<file path="src/rtl/pipe_stage_pkg.sv">
// Shared types and constants for the handshaked pipeline stage register.
// Latency: n/a (declarations only).
// Backpressure: n/a (declarations only).
//
// Holds the stage state encoding, default widths and the payload width of
// every MIPS32 inter-stage boundary that instantiates pipe_stage_reg.
package pipe_stage_pkg;

    // SKID is only reachable when the two-entry build (PIPE_SKID_EN) is used.
    typedef enum logic [1:0] {
        EMPTY = 2'd0,
        FULL  = 2'd1,
        SKID  = 2'd2
    } stage_state_e;

    localparam int DEF_DATA_W = 64;
    localparam int DEF_CNT_W  = 16;

    // IF/ID : {PC_Plus_4[31:0], Instruction[31:0]}
    localparam int IFID_W  = 64;
    // ID/EX : PC+4, rs data, rt data, sign-extended imm (4x32), rt/rd (2x5), 9 control bits
    localparam int IDEX_W  = 147;
    // EX/MEM: branch target, zero flag, ALU result, rt data, dest reg, 5 control bits
    localparam int EXMEM_W = 107;
    // MEM/WB: read data, ALU result, dest reg, 2 control bits
    localparam int MEMWB_W = 71;

endpackage

</file>
<file path="src/rtl/pipe_stage_reg_if.sv">
// Valid/ready payload bus between two pipeline stages.
// Latency: n/a (wiring only).
// Backpressure: Ready from the receiver gates the transfer.
//
// Signals: Valid (sender holds payload), Data (payload), Ready (receiver accepts).
// master = sending side, slave = receiving side.
interface pipe_stage_reg_if #(
    parameter int DATA_W = 64
);
    logic              Valid;
    logic [DATA_W-1:0] Data;
    logic              Ready;

    modport master (output Valid, output Data, input  Ready);
    modport slave  (input  Valid, input  Data, output Ready);
endinterface

</file>
<file path="src/rtl/pipe_sat_counter.sv">
// Saturating up-counter used for stall and other performance counters.
// Latency: count updates on the rising edge after Inc.
// Backpressure: none; holds at all-ones once saturated.
//
// Ports: Clk, Reset (async, active-high), Inc (count this cycle), Count.
module pipe_sat_counter #(
    parameter int CNT_W = 16
) (
    input  logic             Clk,
    input  logic             Reset,
    input  logic             Inc,
    output logic [CNT_W-1:0] Count
);

    always_ff @(posedge Clk or posedge Reset) begin
        if (Reset) begin
            Count <= '0;
        end else if (Inc && (Count != '1)) begin
            Count <= Count + CNT_W'(1);
        end
    end

endmodule

</file>
<file path="src/rtl/pipe_stage_reg.sv">
// Handshaked pipeline register with flush, stall hold and stall-cycle counter.
// Latency: 1 cycle from accept to Out_Data; 1 entry/cycle with Out_Ready=1, Stall=0.
// Backpressure: In_Ready drops on Stall, Flush or a full stage; Stall freezes all transfers.
//
// Ports: Clk, Reset (async, active-high); In_Bus (slave: In_Valid/In_Data/In_Ready);
// Out_Bus (master: Out_Valid/Out_Data/Out_Ready); Stall, Flush; Occupancy (0..2);
// Stall_Cycles (saturating).
// Build option PIPE_SKID_EN: adds a skid entry so In_Ready never depends on Out_Ready.
module pipe_stage_reg
    import pipe_stage_pkg::*;
#(
    parameter int                DATA_W     = DEF_DATA_W,
    parameter logic [DATA_W-1:0] RESET_DATA = '0,
    parameter int                CNT_W      = DEF_CNT_W
) (
    input  logic                   Clk,
    input  logic                   Reset,
    pipe_stage_reg_if.slave        In_Bus,
    pipe_stage_reg_if.master       Out_Bus,
    input  logic                   Stall,
    input  logic                   Flush,
    output logic [1:0]             Occupancy,
    output logic [CNT_W-1:0]       Stall_Cycles
);

    stage_state_e      state;
    logic [DATA_W-1:0] main_data;
    logic              out_vld;
    logic [1:0]        occ;
    logic              in_rdy;
    logic              acc;
    logic              rel;

`ifdef PIPE_SKID_EN
    logic [DATA_W-1:0] skid_data;

    // Ready is a function of registered state only, so the upstream timing
    // path never reaches through to the downstream Ready.
    assign in_rdy = !Stall && !Flush && (state != SKID);
`else
    // Single entry: can only take a new word if the current one leaves now.
    assign in_rdy = !Stall && !Flush && (!out_vld || Out_Bus.Ready);
`endif

    assign acc = In_Bus.Valid && in_rdy;
    assign rel = out_vld && Out_Bus.Ready && !Stall;

    assign In_Bus.Ready  = in_rdy;
    assign Out_Bus.Valid = out_vld;
    assign Out_Bus.Data  = main_data;
    assign Occupancy     = occ;

    // Occupancy/valid are kept as registers alongside the state so the
    // outputs come straight from flops.
    always_ff @(posedge Clk or posedge Reset) begin
        if (Reset) begin
            state     <= EMPTY;
            main_data <= RESET_DATA;
            out_vld   <= 1'b0;
            occ       <= 2'd0;
`ifdef PIPE_SKID_EN
            skid_data <= RESET_DATA;
`endif
        end else if (Flush) begin
            // Squash: drop every held entry; payload registers keep stale data.
            state   <= EMPTY;
            out_vld <= 1'b0;
            occ     <= 2'd0;
        end else begin
            case (state)
                EMPTY: begin
                    if (acc) begin
                        main_data <= In_Bus.Data;
                        state     <= FULL;
                        out_vld   <= 1'b1;
                        occ       <= 2'd1;
                    end
                end
                FULL: begin
                    if (acc && rel) begin
                        // Pass-through: old word leaves, new word takes its place.
                        main_data <= In_Bus.Data;
                    end else if (rel) begin
                        state   <= EMPTY;
                        out_vld <= 1'b0;
                        occ     <= 2'd0;
                    end
`ifdef PIPE_SKID_EN
                    else if (acc) begin
                        // Older word stays in main so ordering is preserved.
                        skid_data <= In_Bus.Data;
                        state     <= SKID;
                        occ       <= 2'd2;
                    end
`endif
                end
`ifdef PIPE_SKID_EN
                SKID: begin
                    if (rel) begin
                        main_data <= skid_data;
                        state     <= FULL;
                        occ       <= 2'd1;
                    end
                end
`endif
                default: begin
                    state   <= EMPTY;
                    out_vld <= 1'b0;
                    occ     <= 2'd0;
                end
            endcase
        end
    end

    pipe_sat_counter #(
        .CNT_W (CNT_W)
    ) u_stall_cnt (
        .Clk   (Clk),
        .Reset (Reset),
        .Inc   (Stall || (out_vld && !Out_Bus.Ready)),
        .Count (Stall_Cycles)
    );

endmodule

</file>
<file path="src/flat_wrapper.sv">
// flat-port wrapper written by rule: the top's interface ports become plain ports
module pipe_stage_reg_flat import pipe_stage_pkg::*;
#(
    parameter int                DATA_W     = DEF_DATA_W,
    parameter logic [DATA_W-1:0] RESET_DATA = '0,
    parameter int                CNT_W      = DEF_CNT_W
)
  (Clk, Reset, Stall, Flush, Occupancy, Stall_Cycles, In_Bus_Valid, In_Bus_Data, In_Bus_Ready, Out_Bus_Valid, Out_Bus_Data, Out_Bus_Ready);
  pipe_stage_reg_if #(.DATA_W(DATA_W)) In_Bus_i ();
  pipe_stage_reg_if #(.DATA_W(DATA_W)) Out_Bus_i ();
  input  logic Clk;
  input  logic Reset;
  input  logic Stall;
  input  logic Flush;
  output logic [1:0] Occupancy;
  output logic [CNT_W-1:0] Stall_Cycles;
  input wire logic [$bits(In_Bus_i.Valid)-1:0] In_Bus_Valid;
  input wire logic [$bits(In_Bus_i.Data)-1:0] In_Bus_Data;
  output wire logic [$bits(In_Bus_i.Ready)-1:0] In_Bus_Ready;
  output wire logic [$bits(Out_Bus_i.Valid)-1:0] Out_Bus_Valid;
  output wire logic [$bits(Out_Bus_i.Data)-1:0] Out_Bus_Data;
  input wire logic [$bits(Out_Bus_i.Ready)-1:0] Out_Bus_Ready;
  assign In_Bus_i.Valid = In_Bus_Valid;
  assign In_Bus_i.Data = In_Bus_Data;
  assign In_Bus_Ready = In_Bus_i.Ready;
  assign Out_Bus_Valid = Out_Bus_i.Valid;
  assign Out_Bus_Data = Out_Bus_i.Data;
  assign Out_Bus_i.Ready = Out_Bus_Ready;
  pipe_stage_reg #(.DATA_W(DATA_W), .RESET_DATA(RESET_DATA), .CNT_W(CNT_W)) u_core (.Clk(Clk), .Reset(Reset), .In_Bus(In_Bus_i), .Out_Bus(Out_Bus_i), .Stall(Stall), .Flush(Flush), .Occupancy(Occupancy), .Stall_Cycles(Stall_Cycles));
endmodule
</file>
<file path="config.mk">
export PLATFORM = sky130hd
export DESIGN_NAME = pipe_stage_reg_flat
export DESIGN_NICKNAME = d
export VERILOG_FILES = /design/src/rtl/pipe_stage_pkg.sv /design/src/rtl/pipe_stage_reg_if.sv /design/src/rtl/pipe_sat_counter.sv /design/src/rtl/pipe_stage_reg.sv /design/src/flat_wrapper.sv
export SDC_FILE = /design/constraint.sdc
export NUM_CORES = 1
export LEC_CHECK = 0
export CAP_MARGIN = 0
export CORE_MARGIN = 4
export CORE_UTILIZATION = 38
export DETAILED_ROUTE_END_ITERATION = 16
export GPL_TIMING_DRIVEN = 0
export PLACE_DENSITY = 0.76
export SYNTH_ARGS = -nofsm -noshare
export SYNTH_HDL_FRONTEND = slang
export SYNTH_SLANG_ARGS = --single-unit
</file>
<file path="constraint.sdc">
create_clock -name Clk -period 2.8 [get_ports Clk]
set_input_delay 0.56 -clock Clk [delete_from_list [all_inputs] [get_ports Clk]]
set_output_delay 0.56 -clock Clk [all_outputs]
set_load 0.02 [all_outputs]
</file>
==> flow_summary_export.csv, run 1 <==
group,metric,value,unit
timing,period_needed,2.482,ns
global_routing,grt.total_usage,15.36,%
timing,clock.fmax,0.4030,GHz
floorplanning,core_area,0.009196,sq mm
timing,finalHoldWorstSlack,0.4816,ns
timing,relSlewSlack,52.73,%
synth,synth_flop_cell,"dfrtp_1",
synth,synth_top_area_cell,"dfrtp_1",
global_routing,grt_pass1_vias,2616,
critical_path,r2r_slack,1.09,ns
timing,tightest_slew,0.7017,ns
critical_path,critical_path_depth,3,
critical_path,r2r-end,"u_core.u_stall_cnt.Count[1]",
clock_tree,cts_max_level,3,
cells_and_area,final_nets,454,
critical_path,cpPeakStageDelay,0.63,ns
timing,fin_setup_tns,0,ns
detailed_routing,firstDrtPassIters,4,
clock_tree,cts_buffers,9,
power_and_ir_drop,ir_drop,0.0005296,V
synth,syn-mean-instance-area,16.25,sq um
critical_path,critPathLaunchType,"input port",
synth,synth_edf_count,0,
detailed_routing,drc_errors,0,
synth,async_reset_ff_share,100.0,%
synth,syn-num-nets,290,
power_and_ir_drop,power.switching_fraction,31.47,%
synth,yosys-top-cells-area,"dfrtp_1, mux2_4, xor2_1, buf_6, mux2_2",
power_and_ir_drop,powerDensity,704.7,mW/mm^2
power_and_ir_drop,leakage,2.371,nW
power_and_ir_drop,power_frac_clock,22.4,%
critical_path,cp.arrival,1.92,ns
critical_path,cpMaxStageDelayCell,"clkdlybuf4s50_1",
detailed_routing,post_drt_wl_per_cell,16.84,um
detailed_routing,wirelength,8405,um
critical_path,path_cells,"clkdlybuf4s50_1 > nor3_2 > clkdlybuf4s50_1",
synth,yosysWarningCount,0,
critical_path,crit_fanout,7,
synth,synth_area,0.003560,sq mm
outcome,status,"finished clean",
timing,slew_viol_final,0,
global_routing,antenna_found_initial,0,
placement,numPlacedInstances,483,
clock_tree,hold_buffers,0,
timing,final_hold_viol_count,0,
critical_path,crit_family,"buffers and inverters",
critical_path,endpoint,"In_Bus_Ready",
hold_path,timing.hold.worst.class,"in -> async",
timing,setup_ws,0.3184,ns
floorplanning,rows,35,
critical_path,timing.critical_path.mode_cell,"clkdlybuf4s50_1",
clock_tree,cts_tree,"yes",
clock_tree,postCtsSetupBuffers,0,
detailed_routing,ant_nets,0,
clock_tree,cts-root-buf,"clkbuf_8",
detailed_routing,vias_per_cell,4.828,
synth,ys_types,35,
synth,synthCells,219,
clock_tree,post_cts_resized,0,
critical_path,worstSetupEndpointType,"output port",
critical_path,path_class,"in -> out",
power_and_ir_drop,power.switching,1.209,mW
floorplanning,die_area,0.01098,sq mm
critical_path,cp_num_buf_inv,2,
critical_path,r2r_cells,5,
power_and_ir_drop,power_frac_seq,41.1,%
clock_tree,clkTransAtPathRegs,0.09,ns
detailed_routing,drt_iter0_drc,74,
run,drv_cap,0,
power_and_ir_drop,finalPower,3.842,mW
critical_path,required,2.24,ns
timing,grt_setup_unrepaired,"no",
timing,skew,0.01071,ns
cells_and_area,synthToLayoutAreaGrowth,53.15,%
synth,yosys-top-cells-count,"dfrtp_1, mux2_4, xor2_1",
placement,place_worst_setup_slack,0.3022,ns
detailed_routing,vias,2409,
clock_tree,cts.sink_count,81,
global_routing,grt_start_max_net_pins,71,
clock_tree,clock_latency,0.34,ns
global_routing,gr-total-overflow,0,
cells_and_area,drive_above_1_share,26.55,%
placement,port_buffers,152,
placement,hpwl,6085,um
synth,synth_top_cell_area_share,56.94,%
floorplanning,die_h,104.8,um
placement,place_congestion,0.7460,
floorplanning,die_w,104.8,um
global_routing,grt_pass1_wl,13540,um
clock_tree,cts_buffer_depth,2,
synth,yosysSeqAreaShare,56.94,%
critical_path,worstReg2RegStart,"u_core.u_stall_cnt.Count[0]",
floorplanning,ioPinCount,154,
power_and_ir_drop,comb_power_share,36.5,%
synth,yosysMostFrequentCell,"dfrtp_1",
synth,synth-seq-cells,81,
timing,finalCritPeriodShare,88.63,%
cells_and_area,final_cell_count_no_fill,499,
critical_path,crit_start,"Stall",
floorplanning,initial_utilization,38.71,%
power_and_ir_drop,p_int,2.633,mW
timing,finalSetupViolCount,0,
cells_and_area,diodes,0,
[per-stage QoR]
step / util (%) / instance area (sq um)
floorplan: - / 3560
detailed placement: 57.09 / 5250
finish: 59.28 / 5451
CTS: 59.28 / 5451
global placement: 56.76 / 5220
global route: 59.28 / 5451
[area by class of cell]
cell class                      instances  area (sq um)
Inverter                                4         17.52
Fill cell                             752          3745
Clock inverter                          7         77.57
Clock buffer                            9         123.9
Timing Repair Buffer                  153          1549
Multi-Input combinational cell        125          1424
Sequential cell                        81          2027
Tap cell                              111         138.9
Buffer                                  9         93.84
[worst min-delay path by stage]
stage	startpoint	end	slack, ns
3_5_place_dp	u_core.u_stall_cnt.Count[5]	u_core.u_stall_cnt.Count[5]	0.48
2_1_floorplan	u_core.u_stall_cnt.Count[5]	u_core.u_stall_cnt.Count[5]	0.59
6_report	Reset	u_core.Out_Bus.Data[21]	0.48
3_3_place_gp	u_core.Out_Bus.Data[59]	u_core.Out_Bus.Data[59]	0.49
4_1_cts	Reset	u_core.Out_Bus.Data[21]	0.46
5_1_grt	Reset	u_core.Out_Bus.Data[48]	0.48
[power by group through the flow]
stage	sequential, mW	combinational [mW]	clock [mW]
after floorplan	1.88	0.432	0
after global placement	1.59	1.39	0
after detailed placement	1.60	1.41	0
after CTS	1.58	1.42	0.893
after global routing	1.62	1.48	0.942
final	1.58	1.40	0.860
[kinds of logic (layout without fill, tap and decap cells)]
| kind of cell | after synthesis | count (layout) | share of synthesized area (%) |
|---|---|---|---|
| buf+inv | 13 | 182 | 3.058 |
| xor+xnor | 12 | 12 | 2.953 |
| fa+ha+maj | 1 | 1 | 0.3514 |
| compound gates | 13 | 13 | 2.601 |
| mux | 67 | 67 | 27.59 |
| simple gates | 31 | 31 | 6.397 |
| other cells | 1 | 1 | 0.1053 |
| flops | 81 | 81 | 56.94 |
[placed cells by master, fill, tap and decap left out, types with 2 or more instances in the layout]
cell type,n
buf_4,2
inv_1,3
dfrtp_1,81
nand2_1,6
nand3_1,4
xnor2_1,2
a21oi_1,3
clkinvlp_4,4
buf_6,7
a211oi_1,3
o21ai_0,2
inv_6,2
xor2_1,10
mux2_2,5
mux2_4,61
nor3_2,2
clkdlybuf4s50_1,152
clkbuf_8,9
nand2b_1,2
nor4_1,6
[registers in the layout, indices dropped and copies added (netlist names)]
signal / cells
u_core.Out_Bus.Data: 64
u_core.u_stall_cnt.Count: 16
u_core.state: 1
[metal layers]
metal	part of all wire, %	wire, um	GRT usage [%]	vias up
met3	4.8	407	3.459	4
met1	46	3833	20.37	1215
met4	0.42	35	4.311	0
met5	0	0	0	-
li1	-	-	-	1103
met2	49	4129	25.30	87
(Power assumes the default switching activity.)
==> inputs of run 2 (changes only) <==
- CTS_CLUSTER_DIAMETER: default -> 100
==> results of run 2 <==
Same layout as run 1: the final DEF is identical, and so are final timing and power.
